--- src/rtl/gpr_wb_arbiter_pkg.sv ---
// Shared widths and types for the GPR writeback arbiter slice.
package gpr_wb_arbiter_pkg;

    localparam int unsigned XLEN   = 32;
    localparam int unsigned REG_AW = 5;
    localparam int unsigned NREGS  = 1 << REG_AW;

    typedef logic [REG_AW-1:0] reg_idx_t;

    // One writeback transfer: destination index plus data.
    typedef struct packed {
        reg_idx_t          rdn;
        logic [XLEN-1:0]   rdd;
    } wb_req_t;

endpackage

--- src/rtl/gpr_wb_arbiter_rr_arbiter.sv ---
// Round-robin arbiter: one-hot grant to the first valid requester at or after
// the rotating pointer; the pointer moves past the winner on each accept.
module gpr_wb_arbiter_rr_arbiter #(
    parameter  int unsigned N  = 3,
    localparam int unsigned PW = (N > 1) ? $clog2(N) : 1
) (
    input  logic          clk,
    input  logic          rstn_h,
    input  logic [N-1:0]  valid_i,
    input  logic          accept_i,
    output logic [N-1:0]  grant_o,
    output logic [PW-1:0] win_o
);

    logic [PW-1:0] ptr_q;
    logic [PW-1:0] ptr_d;
    logic [PW-1:0] idx;
    logic          found;

    // Grant search starting at the pointer, wrapping mod N; pointer advance on accept.
    always_comb begin
        grant_o = '0;
        win_o   = '0;
        idx     = '0;
        found   = 1'b0;
        for (int unsigned k = 0; k < N; k++) begin
            idx = PW'((32'(ptr_q) + k) % N);
            if (!found && valid_i[idx]) begin
                grant_o[idx] = 1'b1;
                win_o        = idx;
                found        = 1'b1;
            end
        end
        ptr_d = ptr_q;
        if (accept_i) begin
            ptr_d = (32'(win_o) == N - 1) ? '0 : win_o + PW'(1);
        end
    end

    // Rotating pointer register.
    always_ff @(posedge clk or negedge rstn_h) begin
        if (!rstn_h) begin
            ptr_q <= '0;
        end else begin
            ptr_q <= ptr_d;
        end
    end

endmodule

--- src/rtl/gpr_wb_arbiter.sv ---
// Shares the single GPR write port among NREQ writeback sources and keeps a
// busy scoreboard so the issue stage can stall on pending destinations.
module gpr_wb_arbiter
    import gpr_wb_arbiter_pkg::*;
#(
    parameter  int unsigned NREQ = 3,
    localparam int unsigned PW   = (NREQ > 1) ? $clog2(NREQ) : 1
) (
    input  logic                     clk,
    input  logic                     rstn_h,
    input  logic [NREQ-1:0]          req_valid,
    input  logic [NREQ*REG_AW-1:0]   req_rdn,
    input  logic [NREQ*XLEN-1:0]     req_rdd,
    output logic [NREQ-1:0]          req_ready,
    output logic                     wbe,
    output logic [REG_AW-1:0]        rdn,
    output logic [XLEN-1:0]          rdd,
    input  logic                     issue_valid,
    input  logic [REG_AW-1:0]        issue_rdn,
    output logic                     issue_ready,
    input  logic [REG_AW-1:0]        rs1n,
    input  logic [REG_AW-1:0]        rs2n,
    output logic                     rs1_busy,
    output logic                     rs2_busy,
    output logic [NREGS-1:0]         busy_vec
);

    logic [NREQ-1:0]  grant;
    logic [PW-1:0]    win;
    logic             accept;
    logic             issue_take;
    wb_req_t          sel;
    wb_req_t          wb_q;
    wb_req_t          wb_d;
    logic             wbe_q;
    logic             wbe_d;
    logic [NREGS-1:0] busy_q;
    logic [NREGS-1:0] busy_d;

    gpr_wb_arbiter_rr_arbiter #(.N(NREQ)) u_arb (
        .clk      (clk),
        .rstn_h   (rstn_h),
        .valid_i  (req_valid),
        .accept_i (accept),
        .grant_o  (grant),
        .win_o    (win)
    );

    assign accept     = |(req_valid & grant);
    assign issue_take = issue_valid & issue_ready;

    // Winner's payload; only meaningful when accept is high.
    always_comb begin
        sel.rdn = req_rdn[int'(win) * int'(REG_AW) +: REG_AW];
        sel.rdd = req_rdd[int'(win) * int'(XLEN) +: XLEN];
    end

    // Next state of the write port and scoreboard; a set overrides a same-edge clear.
    always_comb begin
        wb_d   = wb_q;
        wbe_d  = 1'b0;
        busy_d = busy_q;
        if (accept) begin
            wb_d           = sel;
            wbe_d          = (sel.rdn != '0);
            busy_d[sel.rdn] = 1'b0;
        end
        if (issue_take) begin
            busy_d[issue_rdn] = 1'b1;
        end
        busy_d[0] = 1'b0;
    end

    // Write port and scoreboard registers; reset drops reservations and in-flight writes.
    always_ff @(posedge clk or negedge rstn_h) begin
        if (!rstn_h) begin
            wb_q   <= '0;
            wbe_q  <= 1'b0;
            busy_q <= '0;
        end else begin
            wb_q   <= wb_d;
            wbe_q  <= wbe_d;
            busy_q <= busy_d;
        end
    end

    assign req_ready   = grant;
    assign wbe         = wbe_q;
    assign rdn         = wb_q.rdn;
    assign rdd         = wb_q.rdd;
    assign busy_vec    = busy_q;
    assign issue_ready = ~busy_q[issue_rdn];
    assign rs1_busy    = busy_q[rs1n];
    assign rs2_busy    = busy_q[rs2n];

endmodule

--- config.mk ---
export PLATFORM = sky130hd
export DESIGN_NAME = gpr_wb_arbiter
export DESIGN_NICKNAME = d
export VERILOG_FILES = /design/src/rtl/gpr_wb_arbiter_pkg.sv /design/src/rtl/gpr_wb_arbiter_rr_arbiter.sv /design/src/rtl/gpr_wb_arbiter.sv
export SDC_FILE = /design/constraint.sdc
export NUM_CORES = 1
export LEC_CHECK = 0
export CAP_MARGIN = 30
export CORE_UTILIZATION = 41
export CTS_CLUSTER_SIZE = 12
export DETAILED_ROUTE_END_ITERATION = 8
export PLACE_DENSITY = 0.88
export SKIP_LAST_GASP = 1
export SLEW_MARGIN = 20
export SYNTH_ARGS = -nofsm -noshare
export SYNTH_HDL_FRONTEND = slang
export SYNTH_SLANG_ARGS = --single-unit
--- constraint.sdc ---
create_clock -name clk -period 3.3 [get_ports clk]
set_clock_uncertainty 0.2 [all_clocks]
set_input_delay 0.66 -clock clk [delete_from_list [all_inputs] [get_ports clk]]
set_output_delay 0.66 -clock clk [all_outputs]
set_load 0.02 [all_outputs]
==> results.toml, run 1 <==
[outcome]
status = "completed"

[worst_setup_path]
crit_chain = "inv_2 -> ha_2 -> buf_4 -> nor2b_2 -> a22oi_1 -> a211o_1 -> nand3_1 -> dlygate4sd2_1"
cp-end-kind = "output port"
cpMaxStageDelayCell = "dfrtp_1"
cp-start-kind = "flop"
worstPathMaxFanout = 13
required_ns = 2.44
path_class = "reg2out"
critPathArrivalTime_ns = 2.40
rrSetupSlack_ns = 0.10
slowest_delay_ns = 0.43

[routing]
drc = 0
finalWirelength_mm = 19.2
routedWlPerCell_um = 18.8
drt_iter0_markers = 364
vias = 5931
antenna_left = 0
firstDrtPassIters = 5
viasPerCell = 5.80

[clocking]
cts_buffers = 9
h-tree-depth = 3
clock_latency_ns = 0.33
cts_tree = "done"
clkTransAtPathRegs_ns = 0.06
ctsRootBufferMaster = "clkbuf_16"
clockBufferDepth = 2
numClockSinks = 71

[power_and_ir_drop]
irDropWorstVdd_v = 0.000648
report.power.total_w = 0.00942
p_leak_nw = 3.62
power.density_nw_per_um2 = 1070

[synth]
synth_edf_count = 0
synth_area_per_cell_um2 = 9.57
synth_nets = 710
synthCells = 574
synth.distinct_cells = 62
synth.yosys.seq_area_share_pct = 32.3
ys_warn_count = 0
synth_area_um2 = 5500
async_flop_share_pct = 100
ys_ff_latch = 71
ys.flop_type = "dfrtp_1"

[floorplan]
dieArea_um2 = 13900
row_count = 41
start_util_pct = 42.8
num_io_pins = 208
die_w_um = 118
core_area_um2 = 12800
die_h_um = 118

[finish]
fin_area_um2 = 8810
area_growth_pct = 60.3
multi_input_comb_area_um2 = 3510
drive_gt1_share_pct = 22.7
ff_latch_area_um2 = 1780
fill_cells = 959
antennaDiodeCount = 0
finish.net_count = 981

[global_route]
overflow = 0
grt_max_degree = 72
antenna_found_initial = 0
grt_usage_pct = 27.8
grt_first_pass_wirelength_mm = 30.4
grt_pass1_vias = 6023

[sta]
maxSlewViolCount = 0
setup_viol = 0
max-slew-margin-rel_pct = 65.8
fmax_mhz = 307
rsz0062_at_grt = "true"
fin_crit_sh_pct = 98.7
period_needed_ns = 3.26
worstMarginPinSlew_ns = 0.514
finalSetupTns_ns = 0
worst_slack_ns = 0.0431
hold_viol = 0

[place]
place_area_um2 = 8340
port_buffers = 206
place_congestion = 0.958
dp_hpwl_mm = 14.3
pre_cts_ws_ns = -0.704

[worst_hold_path]
min_path_type = "in2async"

[run]
cap_violations = 0
[placed cells by master (no fill, tap or decap), types with 4 or more instances in the layout]
master	count
nand3b_1	4
a22o_1	5
o31ai_2	8
dfrtp_1	71
clkbuf_2	4
nor3_1	4
o21ai_0	50
nor2_1	27
mux2i_1	39
mux2_4	5
nand4_1	7
mux4_2	25
nor2b_1	6
mux2_1	31
buf_12	10
nand3_1	27
o211ai_1	12
o31ai_1	18
buf_4	83
dlygate4sd2_1	5
clkbuf_16	9
a21oi_1	26
buf_6	7
o21ai_1	4
clkdlybuf4s50_1	191
nand2_1	74
mux2_2	7
inv_1	14
[synth_stat cells (all sizes together), types with 4 or more instances]
cell,number,area share (%)
inv,15,1.0
mux4,25,10
a21oi,31,3.1
mux2i,39,7.1
buf,27,3.4
clkbuf,17,1.2
mux2,43,9.0
nor3,5,0.55
nand3,27,2.5
nand3b,5,0.91
nand2,75,5.2
a22o,5,0.80
ha,4,0.91
nor2b,7,0.80
nor2,27,1.8
nand4,7,0.80
o21ai,55,5.1
o211ai,12,1.6
dfrtp,71,32
o31ai,26,3.7
[report_power, final]
part           switching, W  total (W)  internal (W)
sequential         0.000341    0.00159       0.00125
clock              0.000365    0.00101      0.000648
combinational       0.00352    0.00681       0.00329
[path summary, 6_finish.rpt]
check / depth (start not counted) / end / start
hold / removal: 1 / busy_vec[28] / rstn_h
setup reg to reg: 10 / busy_vec[22] / u_arb.ptr_q[0]
hold reg to reg: 1 / rdd[31] / rdd[31]
setup / recovery: 8 / req_ready[0] / u_arb.ptr_q[0]
max in group asynchronous: 2 / rdd[25] / rstn_h
min in group clk: 1 / rdd[31] / rdd[31]
[state kept, by name, indices dropped and copies added, names as in the netlist]
| register | flops |
|---|---|
| rdd | 32 |
| busy_vec | 31 |
| rdn | 5 |
| u_arb.ptr_q | 2 |
| wbe | 1 |
[through the flow]
step           utilization (%)  hold WS (ns)  cells
3_5_place_dp              65.0         0.276   1001
5_1_grt                   68.7         0.117   1022
3_3_place_gp              65.0         0.266   1001
6_report                  68.7        0.0899   1022
4_1_cts                   68.1         0.289   1021
2_1_floorplan                -         0.164    574
[cell type report]
class / instances / share of cell area [%]
timing repair buffer: 304 / 33.4
sequential: 71 / 20.2
multi-input combinational: 444 / 39.9
tap: 172 / 2.44
inverter: 15 / 0.639
clock buffer: 14 / 3.11
clock inverter: 2 / 0.426
[logic make-up after synthesis]
| logic type | share of synthesized area [%] |
|---|---|
| compound gates | 18.6 |
| fa+ha+maj | 0.911 |
| buf+inv | 5.60 |
| flops | 32.3 |
| mux | 26.4 |
| other cells | 0.0682 |
| simple gates | 16.1 |
[repair_timing]
action | CTS | global route
pin swaps | 1 | 2
buffers inserted | 2 | 1
hold buffers | 0 | 0
cloned | 2 | 0
resized for setup | 39 | 25
setup endpoints to repair | 32 | 54
[worst max-delay path, delay by kind of cell, from the launching register on]
| kind | cells | cell delay, ns |
|---|---|---|
| buf+inv | 3 | 0.63 |
| flops | 1 | 0.43 |
| compound gates | 2 | 0.41 |
| simple gates | 2 | 0.31 |
| fa+ha+maj | 1 | 0.29 |
[layer usage]
layer	wire [um]	global-route usage, %
met5	0	0
met3	1520	6.35
met2	9950	49.8
met1	7090	31.4
met4	637	12.6
Power figures use the tool's default switching activity.
==> inputs of run 2 (changes only) <==
--- a/config.mk
+++ b/config.mk
@@ -5,7 +5,7 @@
 export SDC_FILE = /design/constraint.sdc
 export NUM_CORES = 1
 export LEC_CHECK = 0
-export CAP_MARGIN = 30
+export CAP_MARGIN = 0
 export CORE_UTILIZATION = 41
 export CTS_CLUSTER_SIZE = 12
 export DETAILED_ROUTE_END_ITERATION = 8
==> results.toml, run 2 (synthesis gave the netlist of run 1 again) <==
[worst_setup_path]
worstPathMaxFanout = 13
required_ns = 2.44
slowest_delay_ns = 0.43
crit_buf_inv = 3
path_class = "reg2out"
r2r-start = "u_arb.ptr_q[0]"
path_delay_family = "buffers and inverters"
cp-end-kind = "output port"
crit_chain = "inv_2 -> ha_2 -> buf_4 -> nor2b_2 -> a22oi_1 -> a211o_1 -> nand3_1 -> dlygate4sd2_1"
cpMaxStageDelayCell = "dfrtp_1"
critPathLaunch = "u_arb.ptr_q[0]"
critPathArrivalTime_ns = 2.40
cp-start-kind = "flop"

[floorplan]
core_area_um2 = 12800
die_w_um = 118
die_h_um = 118
row_count = 41
dieArea_um2 = 13900
start_util_pct = 42.8
num_io_pins = 208

[finish]
area_growth_pct = 59.9
final_common_cell = "clkdlybuf4s50_1"
fin_util_pct = 68.5
finish.net_count = 980
largest_reg_flops = 32
fill_cells = 961
drive_gt1_share_pct = 22.6
antennaDiodeCount = 0
final_cell_mix = "191 x clkdlybuf4s50_1, 83 x buf_4, 74 x nand2_1"

[outcome]
status = "completed"

[sta]
max-slew-margin-rel_pct = 38.0
setup_viol = 0
rsz0062_at_grt = "true"
period_needed_ns = 3.26
maxSlewViolCount = 0
worst_slack_ns = 0.0386
fmax_mhz = 307
fin_crit_sh_pct = 98.8
hold_viol = 0
finalSetupTns_ns = 0
worstMarginPinSlew_ns = 0.929

[routing]
dr_wl_met3_mm = 1.57
drt-met1-wl_mm = 6.99
firstDrtPassIters = 5
finalWirelength_mm = 19.2
routedWlPerCell_um = 18.8
viasPerCell = 5.82
drc = 0
wl_met2_mm = 10.0
topRoutingLayerUsed = "met4"
vias = 5938
antenna_left = 0
drt_iter0_markers = 440

[power_and_ir_drop]
irDropWorstVdd_v = 0.000651
p_leak_nw = 3.61
power.density_nw_per_um2 = 1070

[global_route]
grt_first_pass_wirelength_mm = 30.4
grt_usage_pct = 27.8
antenna_found_initial = 0
grt_pass1_vias = 6023
overflow = 0
grt_max_degree = 72

[clocking]
ctsRootBufferMaster = "clkbuf_16"
cts_tree = "done"
clockBufferDepth = 2
numClockSinks = 71
clkTransAtPathRegs_ns = 0.06
clock_latency_ns = 0.34
cts_buffers = 9
h-tree-depth = 3

[place]
pre_cts_ws_ns = -0.704
place_congestion = 0.958
dp_hpwl_mm = 14.3
port_buffers = 206

[run]
cap_violations = 0

[worst_hold_path]
min_path_type = "in2async"
## run 2: what timing repair did
action	CTS	global route
resized for setup	39	25
hold buffers	0	0
hold endpoints to repair	0	0
pin swaps	1	2
setup endpoints to repair	32	54
gates cloned	2	0
buffers inserted	2	1
## run 2: layout make-up
cell class,count,area (um^2),area share (%)
tap,172,215,2.45
sequential,71,1780,20.2
clock buffer,14,274,3.12
multi-input combinational,444,3510,39.9
inverter,15,56.3,0.641
timing repair buffer,303,2920,33.2
clock inverter,2,37.5,0.427
## run 2: per-layer routing
metal / track usage, % / vias up
met5: 0 / -
met4: 12.6 / 0
met3: 6.35 / 56
met2: 49.8 / 361
met1: 31.4 / 2826
li1: - / 2695
## run 2: metrics by stage
step | hold slack (ns) | instances | total power [W] | area [um^2]
floorplan | 0.164 | 574 | 0.00553 | 5500
global placement | 0.266 | 1001 | 0.00802 | 8340
detailed placement | 0.276 | 1001 | 0.00820 | 8340
CTS | 0.289 | 1021 | 0.00931 | 8730
global route | 0.304 | 1021 | 0.00998 | 8790
finish | 0.250 | 1021 | 0.00942 | 8790
## run 2: path summary, 6_finish.rpt
kind | endpoint | slack (ns) | cells past startpoint
worst max-delay path | req_ready[0] | 0.04 | 8
worst min-delay path | busy_vec[28] | 0.25 | 1
worst max register to register | busy_vec[22] | 0.10 | 10
worst min register to register | rdd[12] | 0.29 | 1
max in group asynchronous | rdd[0] | 2.03 | 1
min in group clk | rdd[12] | 0.29 | 1
## run 2: where the power goes
part	total, W	switching (W)	leakage [nW]	internal (W)
registers	0.00159	0.000341	0.752	0.00125
clock network	0.00101	0.000367	0.149	0.000648
logic	0.00681	0.00352	2.71	0.00329
==> inputs of run 3 (changes only) <==
--- a/config.mk
+++ b/config.mk
@@ -9,7 +9,8 @@
 export CORE_UTILIZATION = 41
 export CTS_CLUSTER_SIZE = 12
 export DETAILED_ROUTE_END_ITERATION = 8
-export PLACE_DENSITY = 0.88
+export PLACE_DENSITY = 0.77
+export SKIP_CTS_REPAIR_TIMING = 1
 export SKIP_LAST_GASP = 1
 export SLEW_MARGIN = 20
 export SYNTH_ARGS = -nofsm -noshare
==> results.toml, run 3 (synthesis gave the netlist of run 1 again) <==
[outcome]
status = "complete, but fails checks"
violations = "negative setup slack"

[clocking]
clockBufferDepth = 2
numClockSinks = 71
clock_latency_ns = 0.34
h-tree-depth = 3
cts_tree = "done"
ctsRootBufferMaster = "clkbuf_16"
clkTransAtPathRegs_ns = 0.05
cts_buffers = 9

[global_route]
grt_pass1_vias = 5955
grt_max_degree = 72
grt_first_pass_wirelength_mm = 30.2
antenna_found_initial = 0
grtUsageMet3_pct = 7.80
use_met2_pct = 47.7
grt_usage_pct = 27.6
overflow = 0
gr-usage-met1_pct = 32.3
grt_busiest_layer = "met2"

[power_and_ir_drop]
irDropWorstVdd_v = 0.000697
p_leak_nw = 3.62
power.density_nw_per_um2 = 1050

[finish]
area_growth_pct = 59.2
finish.net_count = 979
fill_cells = 990
antennaDiodeCount = 0
largest_reg_flops = 32
final_cell_mix = "192 x clkdlybuf4s50_1, 83 x buf_4, 74 x nand2_1"
fin_util_pct = 68.2
instances_no_fill = 1020
drive_gt1_share_pct = 21.3
final_common_cell = "clkdlybuf4s50_1"

[routing]
viasPerCell = 5.77
firstDrtPassIters = 5
vias = 5884
finalWirelength_mm = 19.1
routedWlPerCell_um = 18.7
antenna_left = 0
drc = 0
drt_iter0_markers = 447

[sta]
maxSlewViolCount = 0
period_needed_ns = 3.31
timing.hold.ws_ns = 0.236
setup_viol = 1
fin_crit_sh_pct = 100
hold_viol = 0
max-slew-margin-rel_pct = 37.3
fmax_mhz = 302
worstMarginPinSlew_ns = 0.940
rsz0062_at_grt = "true"
worst_slack_ns = -0.0114

[worst_setup_path]
r2r-start = "u_arb.ptr_q[0]"
reg2reg_to = "busy_vec[6]"
cp-end-kind = "output port"
worstPathMaxFanout = 9
path_class = "in2out"
required_ns = 2.44
critPathArrivalTime_ns = 2.45
cp-start-kind = "input pin"
rrSetupSlack_ns = 0.12
reg2reg_depth = 10

[floorplan]
num_io_pins = 208
core_area_um2 = 12800
die_h_um = 118
start_util_pct = 42.8
die_w_um = 118
dieArea_um2 = 13900
row_count = 41

[place]
place_congestion = 0.918
placed_cells = 1000
port_buffers = 206
dp_hpwl_mm = 14.5
pre_cts_ws_ns = -0.663

[run]
cap_violations = 0

[worst_hold_path]
min_path_type = "in2async"
[run 3: cell count changes in the layout (fill, tap and decap cells not counted), sizes merged]
cell | previous run | this run
buf | 100 | 97
bufbuf | 1 | 0
bufinv | 1 | 0
clkdlybuf4s15 | 1 | 0
clkdlybuf4s50 | 191 | 192
clkinv | 0 | 2
dlygate4sd2 | 5 | 0
dlymetal6s2s | 1 | 8
[run 3: worst max path at each step]
stage / cells after the start / endpoint / slack, ns / start
2_1_floorplan: 4 / rs1_busy / 0.05 / rs1n[0]
3_3_place_gp: 6 / rs2_busy / -0.63 / rs2n[0]
3_5_place_dp: 6 / rs2_busy / -0.66 / rs2n[0]
4_1_cts: 6 / rs2_busy / -0.68 / rs2n[0]
5_1_grt: 7 / issue_ready / -0.05 / issue_rdn[1]
6_report: 7 / issue_ready / -0.01 / issue_rdn[1]
[run 3: power breakdown]
part,switching (W),internal (W),total (W)
logic,0.00351,0.00318,0.00669
registers,0.000342,0.00125,0.00159
clock network,0.000371,0.000548,0.000918
total,0.00422,0.00498,0.00920
[run 3: through the flow]
step	cell area [um^2]	TNS [ns]	total power, W
floorplan	5500	0	0.00553
global placement	8330	-25.38	0.00788
detailed placement	8330	-28.03	0.00808
CTS	8610	-7.18	0.00904
global route	8750	-0.0505	0.00977
finish	8750	-0.0114	0.00920
[run 3: layout make-up]
cell class | instances | area (um^2) | share of cell area, %
Multi-Input combinational cell | 444 | 3500 | 40.0
Tap cell | 172 | 215 | 2.46
Timing Repair Buffer | 302 | 2920 | 33.4
Inverter | 15 | 56.3 | 0.644
Clock inverter | 3 | 17.5 | 0.200
Clock buffer | 13 | 260 | 2.97
Sequential cell | 71 | 1780 | 20.3
[run 3: per-layer routing]
layer	routed length, um	vias to the layer above	share of wire [%]
met5	0	-	0
met1	7590	2849	40
met3	1550	48	8.1
met4	537	0	2.8
met2	9440	302	49
li1	-	2685	-
[run 3: critical path, stage by stage]
cell	delay, ns
clkdlybuf4s50_1	0.55
buf_4	0.20
mux4_2	0.29
nor2b_1	0.14
a211oi_1	0.22
and2_1	0.16
dlymetal6s2s_1	0.23
==> RTL change, RTL diff (config.mk and constraints of run 3) <==
Change the package constant `REG_AW` from 5 to 6.
--- a/src/rtl/gpr_wb_arbiter_pkg.sv
+++ b/src/rtl/gpr_wb_arbiter_pkg.sv
@@ -3,5 +3,5 @@
 
     localparam int unsigned XLEN   = 32;
-    localparam int unsigned REG_AW = 5;
+    localparam int unsigned REG_AW = 6;
     localparam int unsigned NREGS  = 1 << REG_AW;
 
Ports: changed (6 resized); port bits go from 208 to 247. No check against the original RTL was run, so the function may have changed too.
==> RTL change against run 3 <==
  * The flow still finishes with violations (setup timing)
  * Synthesized area up 41%
  * Setup slack got worse by 0.12 ns
  * Final cell count up 50%
  * Sequential cell count increased by 33
  * Critical path depth is 1 lower
  * Total power rose by 24%
  * Cell area grew 45%
  * Hold slack worse by 0.15 ns
  * Wire length grew 77%
==> RTL change: results (changes against run 3) <==
[cells_and_area]
n_fill_cell=1390  ; +40%
drive_above_1_share=0.270  ; +0.0570

[place]
place.gp.congestion=1.07  ; +17%
post_dp_cell_area_um2=11900  ; +43%
port_buffers=245  ; +19%
dp.cells=1496  ; +50%
post-dp-hpwl_um=26300  ; +81%
dp_slack_ns=-0.977  ; -0.314 ns

[logic_synthesis]
ys_top_cells_by_count=nand2_1 (153), dfrtp_1 (104), nor2_1 (82)
synthesis.instances=882  ; +54%
ys_top_cells_by_area=dfrtp_1 (34%), mux4_2 (13%), nand2_1 (7.4%)
syn_nets=1024  ; +44%

[critical_path]
rr_worst_depth=11  ; +1
crit_path_end=rs1_busy
cp-startpoint=rs1n[0]
rrSetupSlack_ns=0.06  ; -0.06 ns
cp_slowest_stage_delay_ns=0.53  ; -0.02 ns
arrival_ns=2.57  ; +0.12 ns
r2r-end=busy_vec[56]
path_max_fanout=5  ; -4
rr_startpoint=u_arb.ptr_q[1]

[sta]
fin_ws_ns=-0.135  ; -0.123 ns
tightest_slew_ns=1.12  ; +0.184 ns
final-setup-viol-count=3  ; +2

[global_route]
grt_pass1_wl_um=50300  ; +66%
antenna_found_initial=1  ; +1
grt_use_total=0.341  ; +0.0641
grt_start_max_net_pins=65  ; -9.7%
first_global_vias=8960  ; +50%

[detailed_routing]
route.vias.total=9231  ; +57%
avgRoutedWirePerCell_um=22.1  ; +18%
first_iter_violations=879  ; +97%
vias_per_cell=6.04  ; +4.7%

[outcome]
status=complete, but fails checks
violations=setup timing

[pwr]
internal-power_mw=6.17  ; +24%
p_leak_nw=5.57  ; +54%

[clocking]
clk_latency_ns=0.36  ; +0.02 ns
clkSlewWorstSetupHoldPaths_ns=0.07  ; +0.02 ns

==> RTL change: kinds of logic (layout without fill, tap and decap cells) <==
group	Yosys count	after routing	share of synthesized area
adder cells (fa/ha/maj)	4	4	0.00645
other	1	2	0.000483
flip-flops	104	104	0.335
buffers and inverters	106	522	0.0567
AO/OA/AOI/OAI	237	237	0.213
AND/OR/NAND/NOR	364	364	0.226
multiplexers	66	66	0.162
==> RTL change: worst min path at each step <==
stage,startpoint,endpoint,slack (ns),cells after the start
floorplan,rstn_h,busy_vec[10],0.16,0
global placement,rdn[0],rdn[0],0.26,2
detailed placement,rdd[13],rdd[13],0.26,2
CTS,rstn_h,busy_vec[62],0.1,1
global route,rstn_h,busy_vec[62],0.12,1
finish,rstn_h,busy_vec[62],0.08,1
==> RTL change: cell type report <==
cell class / count / area share
inverter: 38 / 0.0113
tap: 229 / 0.0227
antenna: 1 / 0.000198
sequential: 104 / 0.206
multi-input combinational: 672 / 0.388
timing repair buffer: 468 / 0.347
clock inverter: 4 / 0.00465
clock buffer: 12 / 0.0203
==> RTL change: power by group through the flow <==
stage | clock network [mW] | logic, mW | registers (mW)
finish | 1.17 | 8.07 | 2.19
global route | 1.23 | 8.66 | 2.23
CTS | 1.19 | 7.67 | 2.16
detailed placement | 0 | 7.65 | 2.18
global placement | 0 | 7.55 | 2.16
floorplan | 0 | 3.58 | 2.64
==> RTL change: per-layer routing <==
metal  track usage  wire length, um
met3         0.105             3980
met5             0                0
met4         0.176             2080
met2         0.554            15600
met1         0.407            12100
==> RTL change: stage by stage <==
stage	setup TNS [ns]	utilization
CTS	-4.82	0.670
detailed placement	-27.06	0.653
global route	-0.642	0.692
finish	-0.285	0.692
floorplan	-0.0498	-
global placement	-24.30	0.653
